[src/rtl/font_rom_arbiter_if.sv]
// Request/response bundle between the font ROM arbiter,
// its two requesters and the font_rom read port.
interface font_rom_arbiter_if #(
    parameter int ADDR_W = 11,
    parameter int DATA_W = 8
);
    logic              req0;
    logic [ADDR_W-1:0] addr0;
    logic              gnt0;
    logic              valid0;
    logic              req1;
    logic [ADDR_W-1:0] addr1;
    logic              gnt1;
    logic              valid1;
    logic [DATA_W-1:0] rd_data;
    logic [ADDR_W-1:0] rom_addr;
    logic [DATA_W-1:0] rom_data;
    logic              starve1;

    modport slave (
        input  req0, addr0, req1, addr1, rom_data,
        output gnt0, valid0, gnt1, valid1, rd_data, rom_addr, starve1
    );

    modport master (
        output req0, addr0, req1, addr1, rom_data,
        input  gnt0, valid0, gnt1, valid1, rd_data, rom_addr, starve1
    );
endinterface

[src/rtl/font_rom_arbiter.sv]
// Fixed-priority arbiter for the shared font_rom read port:
// port 0 (text painter) always wins, port 1 uses idle cycles.
module font_rom_arbiter #(
    parameter int ROM_LAT    = 1,
    parameter int ADDR_W     = 11,
    parameter int DATA_W     = 8,
    parameter int STARVE_LIM = 64
) (
    input  logic           clk,
    input  logic           reset,
    font_rom_arbiter_if.slave bus
);

    localparam logic [7:0] LIM = 8'(STARVE_LIM);

    logic                    gnt0;
    logic                    gnt1;
    logic [ADDR_W-1:0]       addr_q;
    logic [ADDR_W-1:0]       addr_d;
    logic [ROM_LAT-1:0][1:0] tag_q;
    logic [ROM_LAT-1:0][1:0] tag_d;
    logic [7:0]              wait1_q;
    logic [7:0]              wait1_d;
    logic                    starve_q;

    // Grants are combinational so an access issues in the request cycle.
    assign gnt0 = reset & bus.req0;
    assign gnt1 = reset & bus.req1 & ~bus.req0;

    assign bus.gnt0 = gnt0;
    assign bus.gnt1 = gnt1;

    // Address mux; with no request the last address is held to avoid toggling.
    always_comb begin
        addr_d = addr_q;
        if (bus.req0) begin
            addr_d = bus.addr0;
        end else if (bus.req1) begin
            addr_d = bus.addr1;
        end
    end

    assign bus.rom_addr = reset ? addr_d : '0;

    // Hold register for the last driven ROM address.
    always_ff @(posedge clk or negedge reset) begin
        if (!reset) begin
            addr_q <= '0;
        end else begin
            addr_q <= addr_d;
        end
    end

    // Next tag pipeline: new owner tag enters stage 0, others shift up.
    always_comb begin
        tag_d    = '0;
        tag_d[0] = {gnt0, gnt1};
        for (int i = 1; i < ROM_LAT; i++) begin
            tag_d[i] = tag_q[i-1];
        end
    end

    // Tag pipeline matching the ROM latency; reset drops in-flight reads.
    always_ff @(posedge clk or negedge reset) begin
        if (!reset) begin
            tag_q <= '0;
        end else begin
            tag_q <= tag_d;
        end
    end

    assign bus.valid0  = tag_q[ROM_LAT-1][1];
    assign bus.valid1  = tag_q[ROM_LAT-1][0];
    assign bus.rd_data = bus.rom_data;

    // Consecutive denied port-1 cycles, saturating at 255.
    always_comb begin
        wait1_d = wait1_q;
        if (!bus.req1 || gnt1) begin
            wait1_d = '0;
        end else if (wait1_q != 8'hFF) begin
            wait1_d = wait1_q + 8'd1;
        end
    end

    // Wait counter and registered starvation flag.
    always_ff @(posedge clk or negedge reset) begin
        if (!reset) begin
            wait1_q  <= '0;
            starve_q <= 1'b0;
        end else begin
            wait1_q  <= wait1_d;
            starve_q <= (wait1_d >= LIM);
        end
    end

    assign bus.starve1 = starve_q;

endmodule
[src/flat_wrapper.sv]
// flat-port wrapper written by rule: the top's interface ports become plain ports
module font_rom_arbiter_flat 
#(
    parameter int ROM_LAT    = 1,
    parameter int ADDR_W     = 11,
    parameter int DATA_W     = 8,
    parameter int STARVE_LIM = 64
)
  (clk, reset, bus_req0, bus_addr0, bus_req1, bus_addr1, bus_rom_data, bus_gnt0, bus_valid0, bus_gnt1, bus_valid1, bus_rd_data, bus_rom_addr, bus_starve1);
  font_rom_arbiter_if #(.ADDR_W(ADDR_W), .DATA_W(DATA_W)) bus_i ();
  input  logic clk;
  input  logic reset;
  input wire logic [$bits(bus_i.req0)-1:0] bus_req0;
  input wire logic [$bits(bus_i.addr0)-1:0] bus_addr0;
  input wire logic [$bits(bus_i.req1)-1:0] bus_req1;
  input wire logic [$bits(bus_i.addr1)-1:0] bus_addr1;
  input wire logic [$bits(bus_i.rom_data)-1:0] bus_rom_data;
  output wire logic [$bits(bus_i.gnt0)-1:0] bus_gnt0;
  output wire logic [$bits(bus_i.valid0)-1:0] bus_valid0;
  output wire logic [$bits(bus_i.gnt1)-1:0] bus_gnt1;
  output wire logic [$bits(bus_i.valid1)-1:0] bus_valid1;
  output wire logic [$bits(bus_i.rd_data)-1:0] bus_rd_data;
  output wire logic [$bits(bus_i.rom_addr)-1:0] bus_rom_addr;
  output wire logic [$bits(bus_i.starve1)-1:0] bus_starve1;
  assign bus_i.req0 = bus_req0;
  assign bus_i.addr0 = bus_addr0;
  assign bus_i.req1 = bus_req1;
  assign bus_i.addr1 = bus_addr1;
  assign bus_i.rom_data = bus_rom_data;
  assign bus_gnt0 = bus_i.gnt0;
  assign bus_valid0 = bus_i.valid0;
  assign bus_gnt1 = bus_i.gnt1;
  assign bus_valid1 = bus_i.valid1;
  assign bus_rd_data = bus_i.rd_data;
  assign bus_rom_addr = bus_i.rom_addr;
  assign bus_starve1 = bus_i.starve1;
  font_rom_arbiter #(.ROM_LAT(ROM_LAT), .ADDR_W(ADDR_W), .DATA_W(DATA_W), .STARVE_LIM(STARVE_LIM)) u_core (.clk(clk), .reset(reset), .bus(bus_i));
endmodule
[config.mk]
export PLATFORM = sky130hd
export DESIGN_NAME = font_rom_arbiter_flat
export DESIGN_NICKNAME = d
export VERILOG_FILES = /design/src/rtl/font_rom_arbiter_if.sv /design/src/rtl/font_rom_arbiter.sv /design/src/flat_wrapper.sv
export SDC_FILE = /design/constraint.sdc
export NUM_CORES = 1
export LEC_CHECK = 0
export CAP_MARGIN = 20
export CORE_MARGIN = 2
export CORE_UTILIZATION = 43
export CTS_BUF_LIST = sky130_fd_sc_hd__clkbuf_4 sky130_fd_sc_hd__clkbuf_8 sky130_fd_sc_hd__clkbuf_16
export CTS_CLUSTER_SIZE = 8
export DETAILED_ROUTE_END_ITERATION = 7
export PLACE_DENSITY_LB_ADDON = 0.1
export SLEW_MARGIN = 20
export SYNTH_ARGS = -nofsm -noshare
export SYNTH_HDL_FRONTEND = slang
export SYNTH_SLANG_ARGS = --single-unit
[constraint.sdc]
create_clock -name clk -period 2.4 [get_ports clk]
set_input_delay 0.48 -clock clk [delete_from_list [all_inputs] [get_ports clk]]
set_output_delay 0.48 -clock clk [all_outputs]
set_load 0.01 [all_outputs]
After elaboration in Yosys (flattened, before gate mapping)
Index checks and enable logic that the tools add are counted.
Cells by class
  add/subtract/negate cells: 1
  reductions and logical operators: 2
  magnitude comparators: 1
  bitwise logic cells: 4
  muxes and demuxes: 5
  equal/unequal tests: 1
Operator list (count)
  11-bit two-way mux: 3
  8-bit two-way mux: 2
  8-bit by 1-bit adder with 8-bit output, second input constant: 1
  8-bit by 7-bit greater-or-equal comparator with 1-bit output, second input constant: 1
  8-bit != test, second input constant: 1
  1-bit AND: 3
  1-bit logical NOT: 1
  1-bit logical OR: 1
  1-bit inverter: 1
Storage, ports and cells
  output and inout port bits: 24
  bits in registers: 22

Logic depth before layout (Yosys ltp)
  depth in word-level cells: 5
  gate-level depth with buffers: 5
  depth with buffers taken out: 4

Worst setup path after synthesis
OpenSTA, ideal clock, no wires.
  kind: input -> output
  from: input port bus_req1
  to: output port bus_rom_addr[1]
  arrival: 1.163 ns
  slack: 0.757 ns
  required time: 1.920 ns
  cell stages on the path: 5
  path through: buf_6 buf_8 mux2i_1 o21ai_2 and2_1
On the way
  cells in the longest elaborated chain, start to end: 3
RTL lines
  from (decl): line flat_wrapper.sv:15  | input wire logic [$bits(bus_i.req1)-1:0] bus_req1;
  11-bit two-way mux: line font_rom_arbiter.sv:38  | end else if (bus.req1) begin
  11-bit two-way mux: line font_rom_arbiter.sv:36  | if (bus.req0) begin
  via u_core.addr_d[1]: line font_rom_arbiter.sv:19  | logic [ADDR_W-1:0] addr_d;
  11-bit two-way mux: line font_rom_arbiter.sv:43  | assign bus.rom_addr = reset ? addr_d : '0;
  to (decl): line flat_wrapper.sv:23  | output wire logic [$bits(bus_i.rom_addr)-1:0] bus_rom_addr;
The timed path passes the listed nets, and every way through them passes these cells.

Final worst setup path
  from: input port bus_req1
  to: output port bus_rom_addr[5]
Same word-level chain as after synthesis.

==> flow_summary_export.csv <==
group,metric,value,unit
routing,drc_errors,0,
timing,relSlewSlack,0.804,
routing,wl_met2,1360,um
logic_synthesis,async_flop_share,1.00,
timing,timing_hold_violations_final,0,
clock_network,numCtsBuffers,3,
global_route,gr-total-overflow,0,
global_route,grt_max_degree,14,
clock_network,cts.htree.levels,1,
routing,highest_layer,"met4",
routing,vias_per_cell,5.30,
die,rows,19,
logic_synthesis,netlist.area_leader.share,0.455,
power_and_ir_drop,power_frac_seq,0.455,
placement,io_buffer_count,41,
routing,initialDrtViolationCount,30,
die,die_y,57.0,um
timing,rsz0062_at_grt,"no",
global_route,antenna_found_initial,0,
worst_setup_path,critPathArrivalTime,1870,ps
routing,detail-route-antenna-nets,0,
power_and_ir_drop,power.share.clock,0.319,
worst_setup_path,crit_fanout,6,
power_and_ir_drop,combPwrFrac,0.226,
logic_synthesis,synthCells,118,
worst_setup_path,crit_chain,"clkdlybuf4s15_2 > bufbuf_16 > mux2i_1 > o21ai_2 > and2_1 > clkdlybuf4s50_1",
final_layout,drive_gt1_frac,0.193,
routing,wl_met1,1170,um
global_route,grt_pass1_wl,4720,um
worst_setup_path,r2r-start,"u_core.wait1_q[0]$_DFF_PN0_",
clock_network,clk_latency,300,ps
logic_synthesis,ys.flop_type,"dfrtp_1",
routing,drt_wl_total,2740,um
clock_network,clk_pin_slew_worst_paths,120,ps
power_and_ir_drop,internal-power,0.683,mW
final_layout,post-route-util,0.671,
logic_synthesis,ys_seq_area_frac,0.455,
timing,setup_violations,0,
final_layout,fillCellCount,214,
power_and_ir_drop,p_sw,0.197,mW
worst_setup_path,worstSetupStartpoint,"bus_req1",
die,start_util,0.446,
die,num_io_pins,58,
logic_synthesis,yosysUniqueCellTypes,29,
clock_network,cts_buffer_depth,2,
routing,vias,1045,
die,core,2710,um^2
die,die-area,3250,um^2
worst_hold_path,min_path_type,"input port to asynchronous set/reset pin",
timing,max_freq,425,MHz
placement,gp_congestion,0.716,
timing,finalCritPeriodShare,0.981,
power_and_ir_drop,switching_share,0.224,
logic_synthesis,ys_ff_latch,22,
logic_synthesis,synth_edf_count,0,
worst_setup_path,crit_type,"input port to output port",
logic_synthesis,syn-cell-area,1210,um^2
timing,worst_pin_slew,290,ps
die,die_w,57.0,um
routing,dr.pass1.iters,5,
logic_synthesis,syn_nets,153,
global_route,grt_pass1_vias,1049,
routing,routedWlPerCell,13.9,um
timing,slew_viol_final,0,
worst_setup_path,crit_required,1920,ps
timing,period_needed,2350,ps
power_and_ir_drop,pwr_density_cell,484,nW/um^2
placement,dp_hpwl,1910,um
logic_synthesis,avgSynthCellArea,10.3,um^2
final_layout,nets,202,
power_and_ir_drop,totalPowerFinal,0.880,mW
logic_synthesis,synth_warnings,0,
logic_synthesis,synth.area.top_cells,"dfrtp_1 46%, mux2i_1 9.1%, and2_1 6.2%",
routing,dr_wl_met3,186,um
worst_setup_path,critPathLaunchType,"input port",
worst_setup_path,max_stage_delay,530,ps
logic_synthesis,yosysTopAreaCell,"dfrtp_1",
worst_setup_path,cp-end-kind,"output port",
timing,skew,2.39,ps
clock_network,cts_num_sinks,22,
final_layout,diodes,0,
final_layout,area_growth,50.4,%
power_and_ir_drop,p_leak,0.898,nW
power_and_ir_drop,vdd_drop_max,0.441,mV
clock_network,tritoncts,"built",
clock_network,root_buffer,"clkbuf_4",
job,cap_violations,0,
status,outcome,"completed",
worst_setup_path,cp_slowest_cell,"clkdlybuf4s50_1",
global_route,grt_use_total,0.182,
power by group through the flow:
stage	Clock, mW	Sequential (mW)	Combinational [mW]
2_1_floorplan	0	0.407	0.0912
3_3_place_gp	0	0.407	0.184
3_5_place_dp	0	0.408	0.187
4_1_cts	0.290	0.401	0.202
5_1_grt	0.302	0.403	0.215
6_report	0.281	0.401	0.199
worst paths after layout:
| check | to | slack [ps] | depth (start not counted) |
|---|---|---|---|
| max | bus_rom_addr[5] | 50 | 6 |
| min | u_core.wait1_q[6]$_DFF_PN0_ | 150 | 2 |
| max reg2reg | u_core.bus.starve1$_DFF_PN0_ | 900 | 4 |
| min reg2reg | u_core.addr_q[6]$_DFF_PN0_ | 550 | 2 |
| max in group asynchronous | u_core.wait1_q[4]$_DFF_PN0_ | 1890 | 3 |
| min in group clk | u_core.tag_q[0]$_DFF_PN0_ | 510 | 3 |
cells in the mapped netlist, types with 2 or more instances:
master	n
dfrtp_1	22
and2_1	12
nand2_1	12
mux2i_1	11
buf_4	9
nor3_1	7
o21ai_2	7
o21ai_0	5
a21oi_1	4
inv_1	3
nand3_1	3
a211oi_1	2
a31oi_1	2
buf_6	2
nor3b_1	2
o21ai_1	2
logic make-up after synthesis:
kind of cell	Yosys count	share of synthesized area
AOI/OAI and AO/OA	25	0.147
adders and majority gates	1	0.0103
buffers and inverters	16	0.0993
DFF	22	0.455
muxes	11	0.0910
and+or+nand+nor	43	0.198
per-layer routing:
metal	track usage	up-vias
li1	-	509
met1	0.226	500
met2	0.317	32
met3	0.0408	4
met4	0.0532	0
met5	0	-
cell type report:
type                       count  area, um^2  area share
clock buffer                   3        22.5      0.0124
multi-input combinational     80         543       0.298
inverter                       3        11.3     0.00619
sequential                    22         551       0.303
timing repair buffer          57         623       0.343
tap                           31        38.8      0.0213
clock inverter                 1        30.0      0.0165
worst max-delay path, delay by kind of cell:
family          cells  cell delay, ps
simple gates        1             130
compound gates      1             120
mux                 1             120
buf+inv             3            1020
state kept, by name, indices dropped and copies added, names as in the netlist:
register,flops
u_core.addr_q,11
u_core.tag_q,2
u_core.wait1_q,8
u_core.bus.starve1,1
cells in the final DEF, fill, tap and decap left out, drive strengths merged:
master | synthesis | routed
a211oi | 2 | 2
a21boi | 1 | 1
a21oi | 4 | 4
a31oi | 2 | 2
and2 | 12 | 12
and3 | 1 | 1
and4 | 1 | 1
buf | 12 | 14
bufbuf | 0 | 2
bufinv | 0 | 1
clkbuf | 1 | 3
clkdlybuf4s15 | 0 | 1
clkdlybuf4s50 | 0 | 29
dfrtp | 22 | 22
dlygate4sd2 | 0 | 4
dlymetal6s2s | 0 | 7
ha | 1 | 1
inv | 3 | 3
mux2i | 11 | 11
nand2 | 12 | 12
nand3 | 3 | 3
nand4 | 2 | 2
nor2 | 1 | 1
nor3 | 7 | 7
nor3b | 2 | 2
nor4 | 1 | 1
nor4b | 1 | 1
o21ai | 15 | 15
o32a | 1 | 1
metrics by stage:
stage	cells	worst slack, ps	hold slack, ps	setup TNS (ps)	instance area, um^2
2_1_floorplan	118	757	184	0	1210
3_3_place_gp	190	-168	523	-1720	1670
3_5_place_dp	190	-209	529	-2120	1670
4_1_cts	197	-15.5	501	-15.5	1800
5_1_grt	197	0.454	155	0	1820
6_report	197	45.6	147	0	1820
what timing repair did:
action / in CTS / in global routing
setup buffers: 1 / 0
hold buffers: 0 / 0
pin swaps: 0 / 1
cloned: 2 / 0
gates resized for setup: 10 / 8
setup endpoints to repair: 13 / 10
(Power assumes the default switching activity.)
